===== config.mk =====
export PLATFORM = sky130hd
export DESIGN_NAME = cpu_board_top
export DESIGN_NICKNAME = d
export VERILOG_FILES = /design/src/rtl/cpu_board_top.sv
export SDC_FILE = /design/constraint.sdc
export NUM_CORES = 1
export LEC_CHECK = 0
export CAP_MARGIN = 20
export CORE_MARGIN = 3
export CORE_UTILIZATION = 50
export DETAILED_ROUTE_END_ITERATION = 16
export PLACE_DENSITY_LB_ADDON = 0.2
export RECOVER_POWER = 100
export SYNTH_ARGS = -nofsm -noshare
export SYNTH_HDL_FRONTEND = slang
export SYNTH_HIERARCHICAL = 1
export SYNTH_SLANG_ARGS = --single-unit

===== constraint.sdc =====
create_clock -name pin_clock -period 1.9 [get_ports pin_clock]
set_clock_uncertainty 0.15 [all_clocks]
set_input_delay 0.285 -clock pin_clock [delete_from_list [all_inputs] [get_ports pin_clock]]
set_output_delay 0.285 -clock pin_clock [all_outputs]
set_load 0.05 [all_outputs]

===== src/rtl/cpu_board_top.sv =====
// Board top for the chapter-9 teaching CPU: a prescaler divides pin_clock into a
// slow clock that steps a 4-bit accumulator CPU running from a 16x8 ROM image.

module cpu_board_prescaler #(
    parameter int unsigned RATIO = 25_000_000
) (
    input  logic clk,
    input  logic rst_n,
    output logic slow_clock_o
);

    // Register names are kept plain so benches can reach them hierarchically.
    logic [31:0] counter;
    logic        slow_clock;

    // NOTE: sequential state is assigned with <= so every register samples the
    // values from before the edge, independent of statement order.
    always_ff @(posedge clk or negedge rst_n) begin
        if (!rst_n) begin
            counter    <= '0;
            slow_clock <= 1'b0;
        end else if (counter == 32'(RATIO - 1)) begin
            counter    <= '0;
            slow_clock <= ~slow_clock;
        end else begin
            counter    <= counter + 32'd1;
        end
    end

    assign slow_clock_o = slow_clock;

endmodule

module cpu_board_top #(
    parameter int unsigned CLOCK_RATIO = 25_000_000,
    // Byte i of the image is ROM address i; the default program blinks the LED.
    parameter logic [127:0] ROM_IMAGE  = 128'h3030_3030_3030_3030_3030_3030_2000_2001
) (
    input  logic pin_clock,
    input  logic pin_n_reset,
    output logic pin_led
);

    localparam logic [3:0] OP_MOV = 4'h0;
    localparam logic [3:0] OP_ADD = 4'h1;
    localparam logic [3:0] OP_OUT = 4'h2;
    localparam logic [3:0] OP_JMP = 4'h3;
    localparam logic [3:0] OP_JNC = 4'h4;
    localparam logic [3:0] OP_NOT = 4'h5;

    logic       slow_clock;
    logic [3:0] pc_q, pc_d;
    logic [3:0] a_q, a_d;
    logic       carry_q, carry_d;
    logic [3:0] out_reg_q, out_reg_d;
    logic [7:0] instr;
    logic [3:0] op, imm;
    logic [4:0] sum;
    logic       out_unused;

    cpu_board_prescaler #(
        .RATIO(CLOCK_RATIO)
    ) prescaler (
        .clk         (pin_clock),
        .rst_n       (pin_n_reset),
        .slow_clock_o(slow_clock)
    );

    // The ROM is a constant image read combinationally, so it has no reset.
    assign instr = ROM_IMAGE[{pc_q, 3'b000} +: 8];
    assign op    = instr[7:4];
    assign imm   = instr[3:0];
    assign sum   = {1'b0, a_q} + {1'b0, imm};

    // NOTE: every combinational output gets a default first so no path leaves
    // it unassigned, which would otherwise infer a latch.
    always_comb begin
        pc_d      = pc_q + 4'd1;
        a_d       = a_q;
        carry_d   = carry_q;
        out_reg_d = out_reg_q;
        case (op)
            OP_MOV: begin
                a_d     = imm;
                carry_d = 1'b0;
            end
            OP_ADD: {carry_d, a_d} = sum;
            OP_OUT: out_reg_d = a_q;
            OP_JMP: pc_d = imm;
            OP_JNC: if (!carry_q) pc_d = imm;
            OP_NOT: a_d = ~a_q;
            default: ;
        endcase
    end

    // The CPU steps on the divided clock; reset stays asynchronous to pin_clock.
    always_ff @(posedge slow_clock or negedge pin_n_reset) begin
        if (!pin_n_reset) begin
            pc_q      <= '0;
            a_q       <= '0;
            carry_q   <= 1'b0;
            out_reg_q <= '0;
        end else begin
            pc_q      <= pc_d;
            a_q       <= a_d;
            carry_q   <= carry_d;
            out_reg_q <= out_reg_d;
        end
    end

    assign pin_led    = out_reg_q[0];
    // Upper output bits are architectural state with no pin of their own.
    assign out_unused = ^out_reg_q[3:1];

endmodule


==> flow_summary.yaml, run 1 <==
outcome:
  outcome: "finished with violations"
  violations: "negative setup slack"
die:
  die_y_um: 68.3
  rows: 21
  fp.coreArea_um2: 3520
  dieArea_um2: 4660
  io_pins: 3
  fp.dieW_um: 68.3
  initial_core_util_pct: 55.0
placed_design:
  finalWeightedCongestion: 0.796
  hpwl_um: 2770
  dpl-instance-area_um2: 2110
  io_buffers: 2
logic_synthesis:
  synthMuxAreaShare_pct: 1.16
  synth-compound-area-share_pct: 5.04
  synth_cells: 180
  yosysTopAreaCellShare_pct: 50.4
  synth.largest_area_cell: "dfrtp_1"
  yosys-top-cells-area: "dfrtp_1, xnor2_1, xor2_1"
  synth_simple_gate_area_share_pct: 27.4
  synth_cell_type_count: 39
  ys_seq_area_share_pct: 50.4
  synth.cell_area_um2: 1940
  synth_edf_count: 0
  async_flop_share_pct: 100
  synth-main-ff-cell: "dfrtp_1"
  ys_seq_elements: 39
  yosysWarnings: 6
  synth_nets: 185
  synth_fa_ha_area_share_pct: 1.94
  synthXorXnorAreaFrac_pct: 10.8
  syn_area_per_cell_um2: 10.8
  synth_top_family_by_area: "simple AND/OR/NAND/NOR gates"
timing:
  fmax_ghz: 0.513
  worst_pin_slew_ns: 0.956
  min_period_ns: 1.95
  finalMaxSlewViolations: 0
  unclocked_regs: 6
  slew_headroom_pct: 36.3
  final-hold-violation-count: 0
  period_share_pct: 103
  rsz0062_at_grt: "yes"
  untimed_endpoints: 6
  layout_setup_ws_ns: -0.0486
  setup_viol: 1
routing:
  dr.pass1.iters: 5
  avgViaCountPerCell: 5.69
  vias: 1435
  routedWlPerCell_um: 16.0
  drt-total-wl_um: 4040
  route.detailed.drc: 0
  drt_iter0_drc: 90
  ant_nets: 0
clock_tree:
  tritoncts: "done"
  cts_buffer_depth: 2
  ctsRootBufferMaster: "clkbuf_8"
  h-tree-depth: 2
  cts_made_buffers: 5
  clk_pin_slew_ns: 0.06
  clk_latency_ns: 0.28
worst_hold_path:
  min-delay-start: "prescaler/counter[31]"
  min_to: "prescaler/counter[31]"
  whs_path_depth: 1
  hold_class: "reg -> reg"
global_route:
  grt_max_degree: 40
  grt_pass1_vias: 1473
  overflow: 0
  antenna_found_initial: 0
  grt_pass1_wl_um: 6640
  grt_use_total_pct: 19.6
layout:
  fin_nets: 211
  register_area_um2: 977
  mostFrequentLayoutCells: "dfrtp_1, buf_4, nand4_1, xnor2_1"
  fillers: 286
  drive_above_1_share_pct: 22.8
  multi_input_area_um2: 937
  layout_commonest_cell: "dfrtp_1"
  design_area_um2: 2270
  area_growth_pct: 16.9
  diodes: 0
worst_setup_path:
  cp-end-kind: "register"
  reg2reg_to: "prescaler/counter[21]"
  cp_num_buf_inv: 1
  cp.required_ns: 1.93
  cpMostUsedCell: "or4_4"
  r2r_start: "prescaler/counter[17]"
  cpPeakStageDelay_ns: 0.57
  crit_arrival_ns: 1.98
  path_cells: "buf_6 -> nand3_4 -> or4_4 -> or4_4 -> o211ai_1"
  r2r_cells: 5
  crit_type: "reg -> reg"
  r2r_slack_ns: -0.05
  crit_start: "prescaler/counter[17]"
  critPathSlowestCell: "or4_4"
  cp_top_family: "simple AND/OR/NAND/NOR gates"
  startpoint_type: "register"
  cp_max_fo: 3
pwr:
  power_density_nw_per_um2: 553
  totalPowerFinal_w: 0.00125
  irDropWorstVdd_v: 0.000413
  leakagePower_nw: 1.02
flow_run:
  max_cap_viol_count: 0
[synth_stat cells, drive strengths merged (2+ instances only)]
master and number:
inv 7, nand2 9, buf 3, mux2 2
nor4b 3, xnor2 13, dfrtp 39, o21ai 4
or4 3, nor3b 3, xor2 11, a21oi 4
nand4 14, nor4 4, nand3 12, a31o 2
ha 3, clkbuf 3, and3 8, nor2 10
or3 2, and4 3, nor3 9
[timing repair]
item                       CTS  global route
setup buffers                0             3
setup endpoints to repair    0            19
hold endpoints to repair    33             0
gates resized for setup      0            15
hold buffers                 1             0
[kinds of logic (layout without fill, tap and decap cells)]
family	count (synthesis)	count (layout)
DFF	39	39
buffers and inverters	13	39
AOI/OAI and AO/OA	15	15
muxes	2	2
xor gates and xnor gates	24	24
and+or+nand+nor	83	83
other	1	1
adders and majority gates	3	3
[state kept, by name (all words and copies together) (netlist names)]
signal / flops
prescaler/slow_clock_o: 1
out_reg_q: 1
prescaler/counter: 32
a_q: 1
pc_q: 4
[through the flow]
stage               setup TNS, ns  hold WS, ns  worst slack, ns  instances  utilization (%)
floorplan                       0       -0.161           0.0419        180                -
global placement                0        0.211           0.0874        240             60.0
detailed placement              0        0.216           0.0292        240             60.0
CTS                             0        0.322          0.00908        248             62.8
global route               -0.479        0.334          -0.0946        252             64.4
finish                    -0.0486        0.323          -0.0486        252             64.4
[cell type report]
class	count	share of cell area, %
Timing Repair Buffer	25	8.01
Clock buffer	7	3.81
Multi-Input combinational cell	128	41.4
Tap cell	46	2.54
Inverter	7	1.16
Sequential cell	39	43.1
[worst max-delay path by stage]
stage / cells after the start / slack [ns] / endpoint
6_report: 5 / -0.05 / prescaler/counter[21]
2_1_floorplan: 7 / 0.04 / prescaler/counter[11]
5_1_grt: 5 / -0.09 / prescaler/counter[21]
4_1_cts: 4 / 0.009 / prescaler/counter[21]
3_3_place_gp: 4 / 0.09 / prescaler/counter[19]
3_5_place_dp: 5 / 0.03 / prescaler/slow_clock_o
[worst register-to-register path, stage by stage (launching register included)]
cell and delay (ns):
dfrtp_1 0.39, buf_6 0.12, nand3_4 0.07, or4_4 0.57, or4_4 0.43, o211ai_1 0.13
[report_power, final]
part	internal (W)	leakage [nW]	total, W	switching, W
Sequential	0.000703	0.519	0.000703	0
Combinational	0.00000269	0.459	0.0000187	0.0000160
Clock	0.000287	0.0443	0.000531	0.000244
Total	0.000992	1.02	0.00125	0.000260
[routing by layer]
metal	GRT usage [%]	part of all wire [%]
met3	5.58	2.8
met2	31.5	49
met5	0	0
met1	24.3	46
met4	9.18	1.6
No activity file was read; power rests on OpenSTA's default activity.
==> inputs of run 2 (changes only) <==
--- a/config.mk
+++ b/config.mk
@@ -6,7 +6,7 @@
 export NUM_CORES = 1
 export LEC_CHECK = 0
 export CAP_MARGIN = 20
-export CORE_MARGIN = 3
+export CORE_MARGIN = 2
 export CORE_UTILIZATION = 50
 export DETAILED_ROUTE_END_ITERATION = 16
 export PLACE_DENSITY_LB_ADDON = 0.2
==> flow_summary.yaml, run 2 (synthesis gave the netlist of run 1 again) <==
layout:
  design_area_um2: 2320
  area_growth_pct: 19.7
  fin_nets: 216
  layout_commonest_cell: "dfrtp_1"
  largest_reg_flops: 32
  mostFrequentLayoutCells: "dfrtp_1, buf_4, xnor2_1"
  drive_above_1_share_pct: 25.9
  largestRegisters: "prescaler/counter: 32 flops, pc_q: 4 flops"
  finalNonFillerCells: 260
  top_register: "prescaler/counter"
  diodes: 0
worst_setup_path:
  cp-end-kind: "register"
  cp_max_fo: 5
  cp_num_buf_inv: 0
  cp.required_ns: 1.96
  cp_top_family: "simple AND/OR/NAND/NOR gates"
  crit_arrival_ns: 1.94
  startpoint_type: "register"
  cpPeakStageDelay_ns: 0.56
  critPathSlowestCell: "or4_4"
  path_cells: "nand4_2 -> or4_4 -> or4_1 -> o211ai_1"
  crit_type: "reg -> reg"
global_route:
  grt_max_degree: 36
  overflow: 0
  grt_use_total_pct: 20.9
  grt_pass1_vias: 1552
  grt_pass1_wl_um: 6950
  antenna_found_initial: 0
flow_run:
  max_cap_viol_count: 0
timing:
  fmax_ghz: 0.531
  min_period_ns: 1.88
  finalMaxSlewViolations: 0
  period_share_pct: 99.2
  untimed_endpoints: 6
  layout_setup_ws_ns: 0.0156
  worst_pin_slew_ns: 0.881
  unclocked_regs: 6
  rsz0062_at_grt: "yes"
  slew_headroom_pct: 41.3
  final-hold-violation-count: 0
  setup_viol: 0
clock_tree:
  cts_made_buffers: 5
  ctsRootBufferMaster: "clkbuf_8"
  tritoncts: "done"
  h-tree-depth: 2
  clk_pin_slew_ns: 0.07
  clk_latency_ns: 0.29
  cts_buffer_depth: 2
pwr:
  leakagePower_nw: 1.07
  sw_frac_of_total_pct: 22.7
  power_density_nw_per_um2: 536
  p_int_w: 0.000961
  totalPowerFinal_w: 0.00124
  irDropWorstVdd_v: 0.000336
  power_switching_w: 0.000282
  combPwrFrac_pct: 1.7
  p_seq_share_pct: 56.5
  clockPowerShare_pct: 41.8
placed_design:
  dpl-instance-area_um2: 2140
  finalWeightedCongestion: 0.839
  io_buffers: 2
  dp_slack_ns: -0.000843
  hpwl_um: 2820
  placed_cells: 245
die:
  rows: 22
  io_pins: 3
  initial_core_util_pct: 52.5
  fp.dieW_um: 66.3
  die_y_um: 66.3
  dieArea_um2: 4390
  fp.coreArea_um2: 3690
routing:
  avgViaCountPerCell: 5.72
  ant_nets: 0
  drt-total-wl_um: 3980
  drt_iter0_drc: 83
  route.detailed.drc: 0
  dr.pass1.iters: 4
  routedWlPerCell_um: 15.3
  vias: 1486
outcome:
  outcome: "completed"
worst_hold_path:
  hold_class: "reg -> reg"
## run 2: cell count changes in the layout (fill, tap and decap cells not counted), sizes merged
cell / delta
buf: +8
clkbuf: -4
clkinv: +2
## run 2: worst reg2reg max path: cells and delay by family, from the launching register on
kind | cells | cell delay (ns)
flip-flops | 1 | 0.42
AO/OA/AOI/OAI | 1 | 0.10
AND/OR/NAND/NOR | 3 | 1.14
## run 2: routing by layer
layer	GRT usage [%]	vias up	part of all wire, %
met4	11.2	0	3.2
met2	33.9	34	48
met1	26.0	731	45
met3	4.43	12	4.0
li1	-	709	-
met5	0	-	0
## run 2: final timing paths
| kind | start | to | slack [ns] | cells past startpoint |
|---|---|---|---|---|
| max in group asynchronous | pin_n_reset | prescaler/counter[18] | 0.55 | 2 |
| worst min register to register | prescaler/counter[25] | prescaler/counter[25] | 0.34 | 1 |
| worst max register to register | prescaler/counter[4] | prescaler/counter[21] | 0.02 | 4 |
| worst max-delay path | prescaler/counter[4] | prescaler/counter[21] | 0.02 | 4 |
| worst min-delay path | prescaler/counter[25] | prescaler/counter[25] | 0.34 | 1 |
| min in group asynchronous | pin_n_reset | prescaler/counter[8] | 0.50 | 2 |
## run 2: final cells by class
| type | instances | area (µm²) |
|---|---|---|
| Multi-Input combinational cell | 128 | 936 |
| Fill cell | 302 | 1370 |
| Sequential cell | 39 | 976 |
| Timing Repair Buffer | 30 | 239 |
| Inverter | 7 | 26.3 |
| Clock inverter | 2 | 10.0 |
| Tap cell | 48 | 60.1 |
| Clock buffer | 6 | 72.6 |
## run 2: timing repair
item | in CTS | in global routing
pin swaps | 0 | 3
hold endpoints to repair | 33 | 0
setup endpoints to repair | 1 | 20
resized for setup | 0 | 12
buffers inserted | 1 | 5
hold buffers | 1 | 0
## run 2: power groups by stage
| stage | combinational, W | clock [W] | sequential (W) |
|---|---|---|---|
| 2_1_floorplan | 0.000000171 | 0 | 0.000716 |
| 3_3_place_gp | 0.0000202 | 0 | 0.000716 |
| 3_5_place_dp | 0.0000210 | 0 | 0.000716 |
| 4_1_cts | 0.0000227 | 0.000519 | 0.000702 |
| 5_1_grt | 0.0000252 | 0.000559 | 0.000702 |
| 6_report | 0.0000216 | 0.000519 | 0.000702 |
## run 2: stage by stage
step                utilization, %  hold WS, ns    TNS, ns
finish                        62.9        0.345          0
global route                  62.9        0.364     -0.765
floorplan                        -       -0.161          0
detailed placement            58.0        0.256  -0.000843
global placement              58.0        0.249          0
CTS                           60.7        0.329          0
==> inputs of run 3 (changes only) <==
--- a/config.mk
+++ b/config.mk
@@ -5,6 +5,7 @@
 export SDC_FILE = /design/constraint.sdc
 export NUM_CORES = 1
 export LEC_CHECK = 0
+export ABC_AREA = 1
 export CAP_MARGIN = 20
 export CORE_MARGIN = 2
 export CORE_UTILIZATION = 50
==> flow_summary.yaml, run 3 <==
routing:
  vias: 1929
  routedWlPerCell_um: 11.8
  dr.pass1.iters: 4
  ant_nets: 0
  avgViaCountPerCell: 4.77
  drt-total-wl_um: 4750
  drt_iter0_drc: 142
  route.detailed.drc: 0
timing:
  rsz0062_at_grt: "no"
  tns_ns: 0
  slew_headroom_pct: 35.1
  finalMaxSlewViolations: 0
  untimed_endpoints: 6
  period_share_pct: 91.7
  worst_pin_slew_ns: 0.974
  unclocked_regs: 6
  setup_viol: 0
  min_period_ns: 1.74
  final-hold-violation-count: 0
  fmax_ghz: 0.574
clock_tree:
  ctsRootBufferMaster: "clkbuf_8"
  h-tree-depth: 2
  tritoncts: "done"
  cts_buffer_depth: 2
  cts_setup_buffers: 0
  clk_latency_ns: 0.28
  cts_made_buffers: 5
  clk_pin_slew_ns: 0.07
logic_synthesis:
  async_flop_share_pct: 100
  ys_seq_elements: 39
  yosysTopAreaCellShare_pct: 41.5
  synth_cells: 338
  ys_seq_area_share_pct: 41.5
  synth-main-ff-cell: "dfrtp_1"
  yosys-top-cells-area: "dfrtp_1, nand2_1, nor2_1"
  synth.largest_area_cell: "dfrtp_1"
  synth_cell_type_count: 21
  synth_most_common_cell: "nand2_1"
  synth_nets: 343
  synth_edf_count: 0
  ys_top_cells_by_count: "nand2_1, nor2_1, inv_1, dfrtp_1, nand3_1"
  synth.cell_area_um2: 2350
  yosysWarnings: 6
  syn_area_per_cell_um2: 6.96
layout:
  mostFrequentLayoutCells: "nand2_1, nor2_1, inv_1"
  finalNonFillerCells: 404
  diodes: 0
  area_growth_pct: 7.55
  utilization_pct: 57.0
  design_area_um2: 2530
  largest_reg_flops: 32
  drive_above_1_share_pct: 7.95
  fin_nets: 356
  largestRegisters: "prescaler/counter: 32 flops, pc_q: 4 flops"
  layout_commonest_cell: "nand2_1"
  top_register: "prescaler/counter"
die:
  initial_core_util_pct: 53.0
  die_y_um: 72.6
  rows: 24
  fp.coreArea_um2: 4440
  io_pins: 3
  dieArea_um2: 5270
  fp.dieW_um: 72.6
worst_setup_path:
  startpoint_type: "register"
  crit_arrival_ns: 1.75
  cp_top_family: "simple AND/OR/NAND/NOR gates"
  cp.required_ns: 1.91
  cp-end-kind: "register"
  cp_max_fo: 16
  cp_num_buf_inv: 1
  path_cells: "ha_1 -> inv_2 -> nor2_8 -> nand4_1 -> nor2_4 -> nor2_1"
  cpPeakStageDelay_ns: 0.38
  crit_type: "reg -> reg"
  critPathSlowestCell: "dfrtp_1"
pwr:
  power_density_nw_per_um2: 487
  leakagePower_nw: 1.27
  totalPowerFinal_w: 0.00123
  irDropWorstVdd_v: 0.000479
global_route:
  overflow: 0
  antenna_found_initial: 0
  grt_max_degree: 24
  grt_use_total_pct: 21.1
  grt_pass1_vias: 1877
  grt_pass1_wl_um: 8530
placed_design:
  finalWeightedCongestion: 0.863
  io_buffers: 2
  placed_cells: 395
  dpl-instance-area_um2: 2460
  hpwl_um: 3740
worst_hold_path:
  hold_class: "reg -> reg"
flow_run:
  max_cap_viol_count: 0
outcome:
  outcome: "completed"
[run 3: cell type report]
type | count | area, µm²
Multi-Input combinational cell | 242 | 1130
Timing Repair Buffer | 7 | 66.3
Inverter | 56 | 210
Clock buffer | 8 | 80.1
Fill cell | 445 | 1910
Sequential cell | 39 | 976
Tap cell | 52 | 65.1
[run 3: worst register-to-register path, cell delays in order, from the launching register on]
cell and delay, ns:
dfrtp_1 0.38, ha_1 0.23, inv_2 0.09, nor2_8 0.16, nand4_1 0.16, nor2_4 0.35
nor2_1 0.10
[run 3: repair_timing]
item	in CTS	in global routing
endpoints found under the hold margin	13	0
hold buffers	1	0
gates resized for setup	0	0
[run 3: kinds of logic after synthesis]
logic type | count (synthesis) | synth area share (%)
and+or+nand+nor | 222 | 41.6
buffers and inverters | 57 | 9.41
DFF | 39 | 41.5
xor gates and xnor gates | 14 | 5.21
adders and majority gates | 3 | 1.60
AOI/OAI and AO/OA | 2 | 0.532
other | 1 | 0.159
[run 3: worst paths after layout]
| kind | from | end | slack, ns | cells past startpoint |
|---|---|---|---|---|
| worst max-delay path | prescaler/counter[0] | prescaler/counter[22] | 0.16 | 6 |
| worst min-delay path | prescaler/counter[0] | prescaler/counter[0] | 0.32 | 1 |
| worst max register to register | prescaler/counter[0] | prescaler/counter[22] | 0.16 | 6 |
| worst min register to register | prescaler/counter[0] | prescaler/counter[0] | 0.32 | 1 |
| max in group asynchronous | pin_n_reset | prescaler/counter[6] | 0.43 | 3 |
| min in group asynchronous | pin_n_reset | prescaler/counter[7] | 0.52 | 2 |
[run 3: through the flow]
step           setup WS [ns]  hold WS (ns)
2_1_floorplan          0.346        -0.161
3_3_place_gp           0.197        0.0855
3_5_place_dp           0.157        0.0903
4_1_cts                0.147         0.315
5_1_grt               0.0306         0.355
6_report               0.158         0.324
[run 3: metal layers]
metal,wire [µm],part of all wire (%),track usage [%]
met1,2410,51,30.7
met2,2090,44,31.8
met3,186,3.9,3.73
met4,74,1.6,7.41
met5,0,0,0
[run 3: power by group]
part           leakage [nW]  switching, W  total (W)  internal [W]
sequential            0.523             0   0.000703      0.000703
clock                0.0395      0.000247   0.000507      0.000260
combinational         0.706     0.0000169  0.0000229    0.00000592
total                  1.27      0.000264    0.00123      0.000969
